<file path="config.mk">
export PLATFORM = sky130hd
export DESIGN_NAME = uz_foc_sample_sdiv_25s_6ns_27_seq
export DESIGN_NICKNAME = d
export VERILOG_FILES = /design/src/rtl/uz_foc_sample_sdiv_pkg.sv /design/src/rtl/uz_foc_sample_sdiv_iter.sv /design/src/rtl/uz_foc_sample_sdiv_25s_6ns_27_seq.sv
export SDC_FILE = /design/constraint.sdc
export NUM_CORES = 1
export LEC_CHECK = 0
export CORE_MARGIN = 3
export CORE_UTILIZATION = 35
export CTS_CLUSTER_SIZE = 12
export DETAILED_ROUTE_END_ITERATION = 6
export GPL_ROUTABILITY_DRIVEN = 0
export PLACE_DENSITY = 0.66
export SYNTH_ARGS = -nofsm -noshare
export SYNTH_HDL_FRONTEND = slang
export SYNTH_SLANG_ARGS = --single-unit
</file>
<file path="constraint.sdc">
create_clock -name clk -period 2.7 [get_ports clk]
set_clock_uncertainty 0.2 [all_clocks]
set_input_delay 0.27 -clock clk [delete_from_list [all_inputs] [get_ports clk]]
set_output_delay 0.27 -clock clk [all_outputs]
set_load 0.05 [all_outputs]
</file>
<file path="src/rtl/uz_foc_sample_sdiv_pkg.sv">
// rtl/uz_foc_sample_sdiv_pkg.sv - shared constants, state type and helpers for the sequential signed divider
// Purpose: widths, iteration count, FSM state encoding, divide-by-zero saturation values.
package uz_foc_sample_sdiv_pkg;

    localparam int DIVISOR_W  = 6;
    localparam int DIVIDEND_W = 25;
    localparam int REM_W      = 7;
    localparam int ITER       = 25;
    localparam int CNT_W      = 5;

    localparam logic [CNT_W-1:0] LAST_ITER = CNT_W'(ITER - 1);

    // Saturated quotients reported when the divisor is zero.
    localparam logic [DIVIDEND_W-1:0] QMAX = 25'h0FF_FFFF;  // +16777215
    localparam logic [DIVIDEND_W-1:0] QMIN = 25'h100_0000;  // -16777216

    typedef enum logic [1:0] {
        IDLE = 2'd0,
        CALC = 2'd1,
        FIX  = 2'd2,
        DONE = 2'd3
    } state_t;

    // |v| as unsigned; the most negative value maps onto 0x1000000, which
    // is exactly its magnitude when read as unsigned.
    function automatic logic [DIVIDEND_W-1:0] magnitude(input logic [DIVIDEND_W-1:0] v);
        return v[DIVIDEND_W-1] ? (~v + 1'b1) : v;
    endfunction

endpackage

</file>
<file path="src/rtl/uz_foc_sample_sdiv_iter.sv">
// rtl/uz_foc_sample_sdiv_iter.sv - one restoring shift/compare/subtract step
// Purpose: combinational single radix-2 step of the divider.
// Ports:
//   partial      in  7  partial remainder before the step
//   bit_in       in  1  next dividend bit (MSB first)
//   divisor      in  6  unsigned divisor
//   partial_next out 7  partial remainder after the step
//   q_bit        out 1  quotient bit produced by this step
module uz_foc_sample_sdiv_iter
    import uz_foc_sample_sdiv_pkg::*;
(
    input  logic [REM_W-1:0]     partial,
    input  logic                 bit_in,
    input  logic [DIVISOR_W-1:0] divisor,
    output logic [REM_W-1:0]     partial_next,
    output logic                 q_bit
);

    logic [REM_W-1:0] shifted;

    always_comb begin
        shifted = {partial[REM_W-2:0], bit_in};
        // A set partial MSB means the true shifted value is >= 128, which is
        // always at least the divisor; the 7-bit difference is still exact
        // modulo 128.
        q_bit        = partial[REM_W-1] || (shifted >= {1'b0, divisor});
        partial_next = q_bit ? (shifted - {1'b0, divisor}) : shifted;
    end

endmodule

</file>
<file path="src/rtl/uz_foc_sample_sdiv_25s_6ns_27_seq.sv">
// rtl/uz_foc_sample_sdiv_25s_6ns_27_seq.sv - sequential 25-bit signed / 6-bit unsigned divider
// Purpose: radix-2 restoring divider with start/done handshake, truncating
//   quotient and remainder carrying the dividend's sign (C semantics).
// Ports:
//   clk, reset (sync, active high), ce (clock enable)
//   start    in  1   request, sampled in IDLE or DONE while ce=1
//   din0     in  6   divisor, unsigned
//   din1     in  25  dividend, signed
//   busy     out 1   operation in progress (CALC/FIX)
//   done     out 1   one-cycle result-valid pulse
//   div_zero out 1   divisor was zero for the current result
//   quot     out 25  signed quotient
//   rem      out 7   signed remainder
module uz_foc_sample_sdiv_25s_6ns_27_seq
    import uz_foc_sample_sdiv_pkg::*;
#(
    parameter int ID         = 1,
    parameter int din0_WIDTH = 6,
    parameter int din1_WIDTH = 25,
    parameter int dout_WIDTH = 25
) (
    input  logic                  clk,
    input  logic                  reset,
    input  logic                  ce,
    input  logic                  start,
    input  logic [din0_WIDTH-1:0] din0,
    input  logic [din1_WIDTH-1:0] din1,
    output logic                  busy,
    output logic                  done,
    output logic                  div_zero,
    output logic [dout_WIDTH-1:0] quot,
    output logic [REM_W-1:0]      rem
);

    if (ID < 0 || din0_WIDTH != DIVISOR_W || din1_WIDTH != DIVIDEND_W
        || dout_WIDTH != DIVIDEND_W) begin : g_bad_params
        $error("uz_foc_sample_sdiv_25s_6ns_27_seq: only the 6/25/25 configuration is supported");
    end

    state_t                 state;
    logic [CNT_W-1:0]       iter_cnt;
    logic [DIVISOR_W-1:0]   divisor_q;
    // Dividend magnitude shifts out at the MSB while quotient bits shift in
    // at the LSB; after ITER steps it holds the quotient magnitude.
    logic [DIVIDEND_W-1:0]  work;
    logic [REM_W-1:0]       partial;
    // The divisor is never negative, so the quotient sign and the remainder
    // sign are both just the dividend sign.
    logic                   sign;

    logic [REM_W-1:0]       partial_next;
    logic                   q_bit;

    uz_foc_sample_sdiv_iter u_iter (
        .partial      (partial),
        .bit_in       (work[DIVIDEND_W-1]),
        .divisor      (divisor_q),
        .partial_next (partial_next),
        .q_bit        (q_bit)
    );

    assign busy = (state == CALC) || (state == FIX);
    assign done = (state == DONE);

    always_ff @(posedge clk) begin
        if (reset) begin
            state     <= IDLE;
            iter_cnt  <= '0;
            divisor_q <= '0;
            work      <= '0;
            partial   <= '0;
            sign      <= 1'b0;
            div_zero  <= 1'b0;
            quot      <= '0;
            rem       <= '0;
        end else if (ce) begin
            case (state)
                IDLE, DONE: begin
                    if (start) begin
                        work      <= magnitude(din1);
                        sign      <= din1[DIVIDEND_W-1];
                        divisor_q <= din0;
                        partial   <= '0;
                        iter_cnt  <= '0;
                        state     <= CALC;
                    end else begin
                        state <= IDLE;
                    end
                end
                CALC: begin
                    partial  <= partial_next;
                    work     <= {work[DIVIDEND_W-2:0], q_bit};
                    iter_cnt <= iter_cnt + 1'b1;
                    if (iter_cnt == LAST_ITER) begin
                        state <= FIX;
                    end
                end
                FIX: begin
                    if (divisor_q == '0) begin
                        div_zero <= 1'b1;
                        quot     <= sign ? QMIN : QMAX;
                        rem      <= '0;
                    end else begin
                        div_zero <= 1'b0;
                        quot     <= sign ? (~work + 1'b1) : work;
                        rem      <= sign ? (~partial + 1'b1) : partial;
                    end
                    state <= DONE;
                end
                default: state <= IDLE;
            endcase
        end
    end

endmodule
</file>
* Word-level counts from Yosys, hierarchy flattened
Cells that the tools add are included.
** Word-level totals
- Register bits after elaboration :: 79
- Input bits :: 35
** Operators by class
- $add $sub $neg :: 5
- Order comparisons :: 1
- Equal/unequal tests :: 6
- Mux-type cells :: 17
- Bitwise operators :: 3
- Reductions and logical operators :: 10
** Operator list (count)
- 2-to-1 mux 25 bit :: 5
- adder 25 x 1 -> 25 bit, second input constant :: 2
- inverter 25 bit :: 2
- case mux 25 bit (2 select lines) :: 1
- 2-to-1 mux 7 bit :: 4
- case mux 7 bit (2 select lines) :: 1
- case mux 5 bit (2 select lines) :: 1
- adder 7 x 1 -> 7 bit, second input constant :: 1
- >= comparator 7 x 6 -> 1 bit :: 1
- inverter 7 bit :: 1
- subtractor 7 x 6 -> 7 bit :: 1
- logical NOT 6 bit :: 1
- case mux 2 bit (3 select lines) :: 1
- AND reduction 3 bit :: 2
- adder 5 x 1 -> 5 bit, second input constant :: 1
- equality test 5 bit, second input constant :: 1
- 2-to-1 mux 5 bit :: 1
- equality test 2 bit, second input constant :: 2
- AND reduction 2 bit :: 2
- equality test 2 x 1 -> 1 bit, second input constant :: 1
- logical NOT 2 bit :: 1
- logical OR 1 bit :: 2
- 2-to-1 mux 1 bit :: 2
- 2-to-1 mux 2 bit :: 1
- 4 further kinds :: 4

* Depth between registers and ports, before layout
Gate-level depths: netlist (run 1).
- Depth after elaboration :: 5
- Depth in mapped cells :: 9

* By module
Synthesis (run 1) repeated with hierarchy kept, for this count alone.
** Second synthesis, totals
- Cell total of the unflattened synthesis :: 648
- Area, all modules :: 5092.4 µm²
** By module, submodules not included
- uz_foc_sample_sdiv_25s_6ns_27_seq :: instances 1, cells each 598, area each 4709.5 µm², sequential area each 1581.5 µm²
- uz_foc_sample_sdiv_iter :: instances 1, cells each 50, area each 382.9 µm², sequential area each 0.0 µm²

* Worst setup path after synthesis (run 1)
No wires, ideal clock.
- Path kind :: input-to-reg
- Start :: input port din1[5]
- End :: register work[21]
- Library setup time :: 0.132 ns
- Arrival :: 2.109 ns
- Path slack :: 0.258 ns
- Stages :: 7
- Path buffers :: 2
- Path through :: or4_1 > buf_2 > or4_4 > buf_6 > o41ai_4 > xor2_1 > a21oi_1
** On the way
- Longest elaborated chain between the ends :: 5
** Ends and longest elaborated chain
- from (decl) :: line uz_foc_sample_sdiv_25s_6ns_27_seq.sv:27 : input logic [din1_WIDTH-1:0] din1,
- inverter 25 bit :: line uz_foc_sample_sdiv_pkg.sv:27 : return v[DIVIDEND_W-1] ? (~v + 1'b1) : v;
- adder 25 x 1 -> 25 bit :: line uz_foc_sample_sdiv_pkg.sv:27
- 2-to-1 mux 25 bit :: line uz_foc_sample_sdiv_pkg.sv:27
- 2-to-1 mux 25 bit :: line uz_foc_sample_sdiv_25s_6ns_27_seq.sv:79 : if (start) begin
- case mux 25 bit (2 select lines) :: line uz_foc_sample_sdiv_25s_6ns_27_seq.sv:77 : case (state)
- to (signal assigned) :: line uz_foc_sample_sdiv_25s_6ns_27_seq.sv:80 : work <= magnitude(din1);
- to (signal assigned) :: line uz_foc_sample_sdiv_25s_6ns_27_seq.sv:92 : work <= {work[DIVIDEND_W-2:0], q_bit};
- to (decl) :: line uz_foc_sample_sdiv_25s_6ns_27_seq.sv:45 : logic [DIVIDEND_W-1:0] work;
Every way passes these cells. The select of a mux whose other input is x is not followed.
A chain may end at the register's enable or synchronous reset.

* Worst setup path after layout (run 1)
- Start :: register state[0]
- End :: output port busy
** On the way
- Longest elaborated chain between the ends :: 2
- Elaborated cells between the ends (all ways) :: 3
- Those cells by class :: eq/ne (2); reduce/logical (1)
** Ends and longest elaborated chain
- from (decl) :: line uz_foc_sample_sdiv_25s_6ns_27_seq.sv:40 : state_t state;
- from (signal assigned) :: line uz_foc_sample_sdiv_25s_6ns_27_seq.sv:67 : state <= IDLE;
- from (signal assigned) :: line uz_foc_sample_sdiv_25s_6ns_27_seq.sv:85 : state <= CALC;
- from (signal assigned) :: line uz_foc_sample_sdiv_25s_6ns_27_seq.sv:87 : state <= IDLE;
- equality test 2 x 1 -> 1 bit or equality test 2 bit (tied branches) :: line uz_foc_sample_sdiv_25s_6ns_27_seq.sv:62 : assign busy = (state == CALC) || (state == FIX);
- logical OR 1 bit (*) :: line uz_foc_sample_sdiv_25s_6ns_27_seq.sv:62
- to (decl) :: line uz_foc_sample_sdiv_25s_6ns_27_seq.sv:28 : output logic busy,
Every way passes the cells marked *; elsewhere a longest branch is shown, timed or not.

==> results of run 1 <==
synthesized netlist by cell type (all sizes together), types with 4 or more instances:
cell type | number | area (sq um)
nand3 | 18 | 90.1
dfxtp | 79 | 1580
nor4 | 8 | 50.1
o31ai | 9 | 67.6
o211ai | 20 | 150
xor2 | 24 | 210
a22o | 4 | 35.0
nand4 | 11 | 68.8
nand2 | 76 | 285
o41ai | 4 | 53.8
o22ai | 20 | 125
a21boi | 7 | 52.6
mux2i | 7 | 70.1
o221ai | 4 | 35.0
nor3 | 23 | 115
o21ai | 43 | 215
xnor2 | 9 | 78.8
a31oi | 10 | 62.6
clkbuf | 45 | 169
ha | 14 | 175
a211oi | 6 | 45.0
nor2 | 26 | 97.6
or3 | 12 | 75.1
buf | 4 | 23.8
a21oi | 69 | 345
nand2b | 7 | 43.8
or4 | 9 | 71.3
and3 | 6 | 37.5
inv | 25 | 93.8
metrics by stage:
step                      instances  utilization (%)  power (mW)  area, sq um  setup TNS, ps
after floorplan                 643                -        2.12         4890              0
after global placement          889             44.5        2.50         5980           -588
after detailed placement        889             44.5        2.52         5980           -923
after CTS                       905             47.2        3.98         6340              0
after global routing            905             47.2        4.18         6350              0
final                           905             47.2        3.97         6350              0
state kept, by name, indices dropped and copies added, names as in the netlist:
name and flops:
rem 7, div_zero 1, quot 25, iter_cnt 5, divisor_q 6, sign 1, state 2, work 25
partial 7
power groups by stage:
stage / logic [mW] / registers (mW) / clock network, mW
after CTS: 1.17 / 1.33 / 1.48
final: 1.18 / 1.34 / 1.45
after detailed placement: 1.17 / 1.36 / 0
after floorplan: 0.713 / 1.41 / 0
after global placement: 1.15 / 1.35 / 0
after global routing: 1.30 / 1.34 / 1.53
what timing repair did:
item / CTS / global route
resized for setup: 0 / 1
setup buffers: 0 / 0
setup endpoints to repair: 0 / 16
critical path: stages (launching register included):
cell and delay, ps:
dfxtp_1 390, inv_1 70, ha_1 410, inv_1 90, clkdlybuf4s50_1 800
cells by family (layout without fill, tap and decap cells):
family / count (synthesis) / after routing / synth area share [%]
flops: 79 / 79 / 32.3
compound gates: 219 / 219 / 28.4
mux: 8 / 8 / 1.66
simple gates: 214 / 214 / 21.8
fa+ha+maj: 15 / 15 / 3.99
buf+inv: 75 / 161 / 5.93
xor+xnor: 33 / 33 / 5.90
area by class of cell:
cell class,count,area (sq um),area share (%)
clock buffer,10,229,3.61
clock inverter,6,133,2.09
inverter,26,97.6,1.54
multi-input combinational,489,3030,47.7
sequential,79,1580,24.9
tap,176,220,3.47
timing repair buffer,119,1060,16.7
worst paths after layout:
kind | start | endpoint | slack (ps)
setup / recovery | state[0]$_SDFFE_PP0P_ | busy | 150
hold reg to reg | rem[0]$_SDFFE_PP0P_ | rem[0]$_SDFFE_PP0P_ | 250
setup reg to reg | divisor_q[2]$_SDFFE_PP0P_ | partial[2]$_SDFFE_PP0P_ | 290
hold / removal | reset | divisor_q[4]$_SDFFE_PP0P_ | 60
layer usage:
| metal | global-route usage [%] | part of all wire, % |
|---|---|---|
| met5 | 0 | 0 |
| met4 | 7.09 | 2.1 |
| met3 | 2.44 | 6.4 |
| met2 | 26.9 | 44 |
| met1 | 25.0 | 47 |
==> flow_metrics.tcl, run 1 <==
set metrics [dict create \
    synth_nets 693 \
    pre_cts_ws_ps -169 \
    layout_common_cells "79 x dfxtp_1, 76 x nand2_1, 69 x a21oi_1" \
    grt_max_degree 38 \
    crit_type "flop to output port" \
    synthCells 643 \
    rsz0062_at_grt "no" \
    fp.coreArea_sq_um 13500 \
    top_level_ports 70 \
    tritoncts "built" \
    ant_nets 0 \
    grt_pass1_wl_microns 23300 \
    avgSynthCellArea_sq_um 7.61 \
    critPathMaxFanout 8 \
    final_max_slew_viol_count 0 \
    ys_warn_count 0 \
    nets 774 \
    synth_edf_count 0 \
    start_kind "flop" \
    final_common_cell "dfxtp_1" \
    rows 42 \
    grt_util_all_layers_pct 17.6 \
    cts.clk_slew.worst_paths_ps 60 \
    fmax_mhz 392 \
    die_w_microns 124 \
    grt-ovfl-total 0 \
    hold_viol_final 0 \
    p_sw_mw 1.28 \
    area_growth_pct 29.7 \
    drtIter0Drc 457 \
    clock_sinks 79 \
    min_period_over_period_pct 94.6 \
    fillers 1361 \
    avgViaCountPerCell 5.61 \
    antenna_cells 0 \
    leakage_nw 2.33 \
    post-route-min-period_ps 2550 \
    synthFlopType "dfxtp_1" \
    hp-class "input port to flop" \
    internal_power_mw 2.69 \
    cap_violations 0 \
    pwr-share-clk_pct 36.6 \
    die_area_sq_um 15400 \
    arrival_ps 2080 \
    pwr-share-comb_pct 29.8 \
    setup_slack_ps 147 \
    syn_area_sq_um 4890 \
    switching_share_pct 32.3 \
    die_y_microns 124 \
    ys_ff_latch 79 \
    setup_viol 0 \
    async_reset_ff_share_pct 0 \
    outcome "finished, final reports clean" \
    ys_types 63 \
    ff2ff_path_depth 7 \
    p_per_area_nw_per_um2 626 \
    drc_errors 0 \
    cts_max_level 3 \
    clkLatencyLatePin_ps 340 \
    layout-drive-gt1-share_pct 10.3 \
    via_count 5079 \
    worst_hold_slack_ps 61.8 \
    first_pass_iters 5 \
    slew_headroom_pct 50.8 \
    clock-root-buffer "clkbuf_16" \
    critPathCaptureType "output port" \
    hold_buffers 0 \
    hold_path_depth 2 \
    ir_drop_uv 330 \
    max-clock-path-buffers 2 \
    numPortBuffers 69 \
    cts_buffers 9 \
    synth-seq-area-share_pct 32.3 \
    wl_per_cell_microns 15.2 \
    worstPathRequired_ps 2230 \
    tightest_slew_ps 737 \
    place_hpwl_microns 10500 \
    antenna_found_initial 0 \
    routed_wl_microns 13800 \
    power_frac_seq_pct 33.6 \
    start_util_pct 36.4 \
    grt_pass1_vias 4872 \
]
Note: power is estimated with default switching activity, not from simulation.
==> run 2: changes to the inputs <==
Settings changed: SKIP_LAST_GASP set to 1.
==> results of run 2 <==
The final DEF is identical to that of run 1; final timing and power are the same.
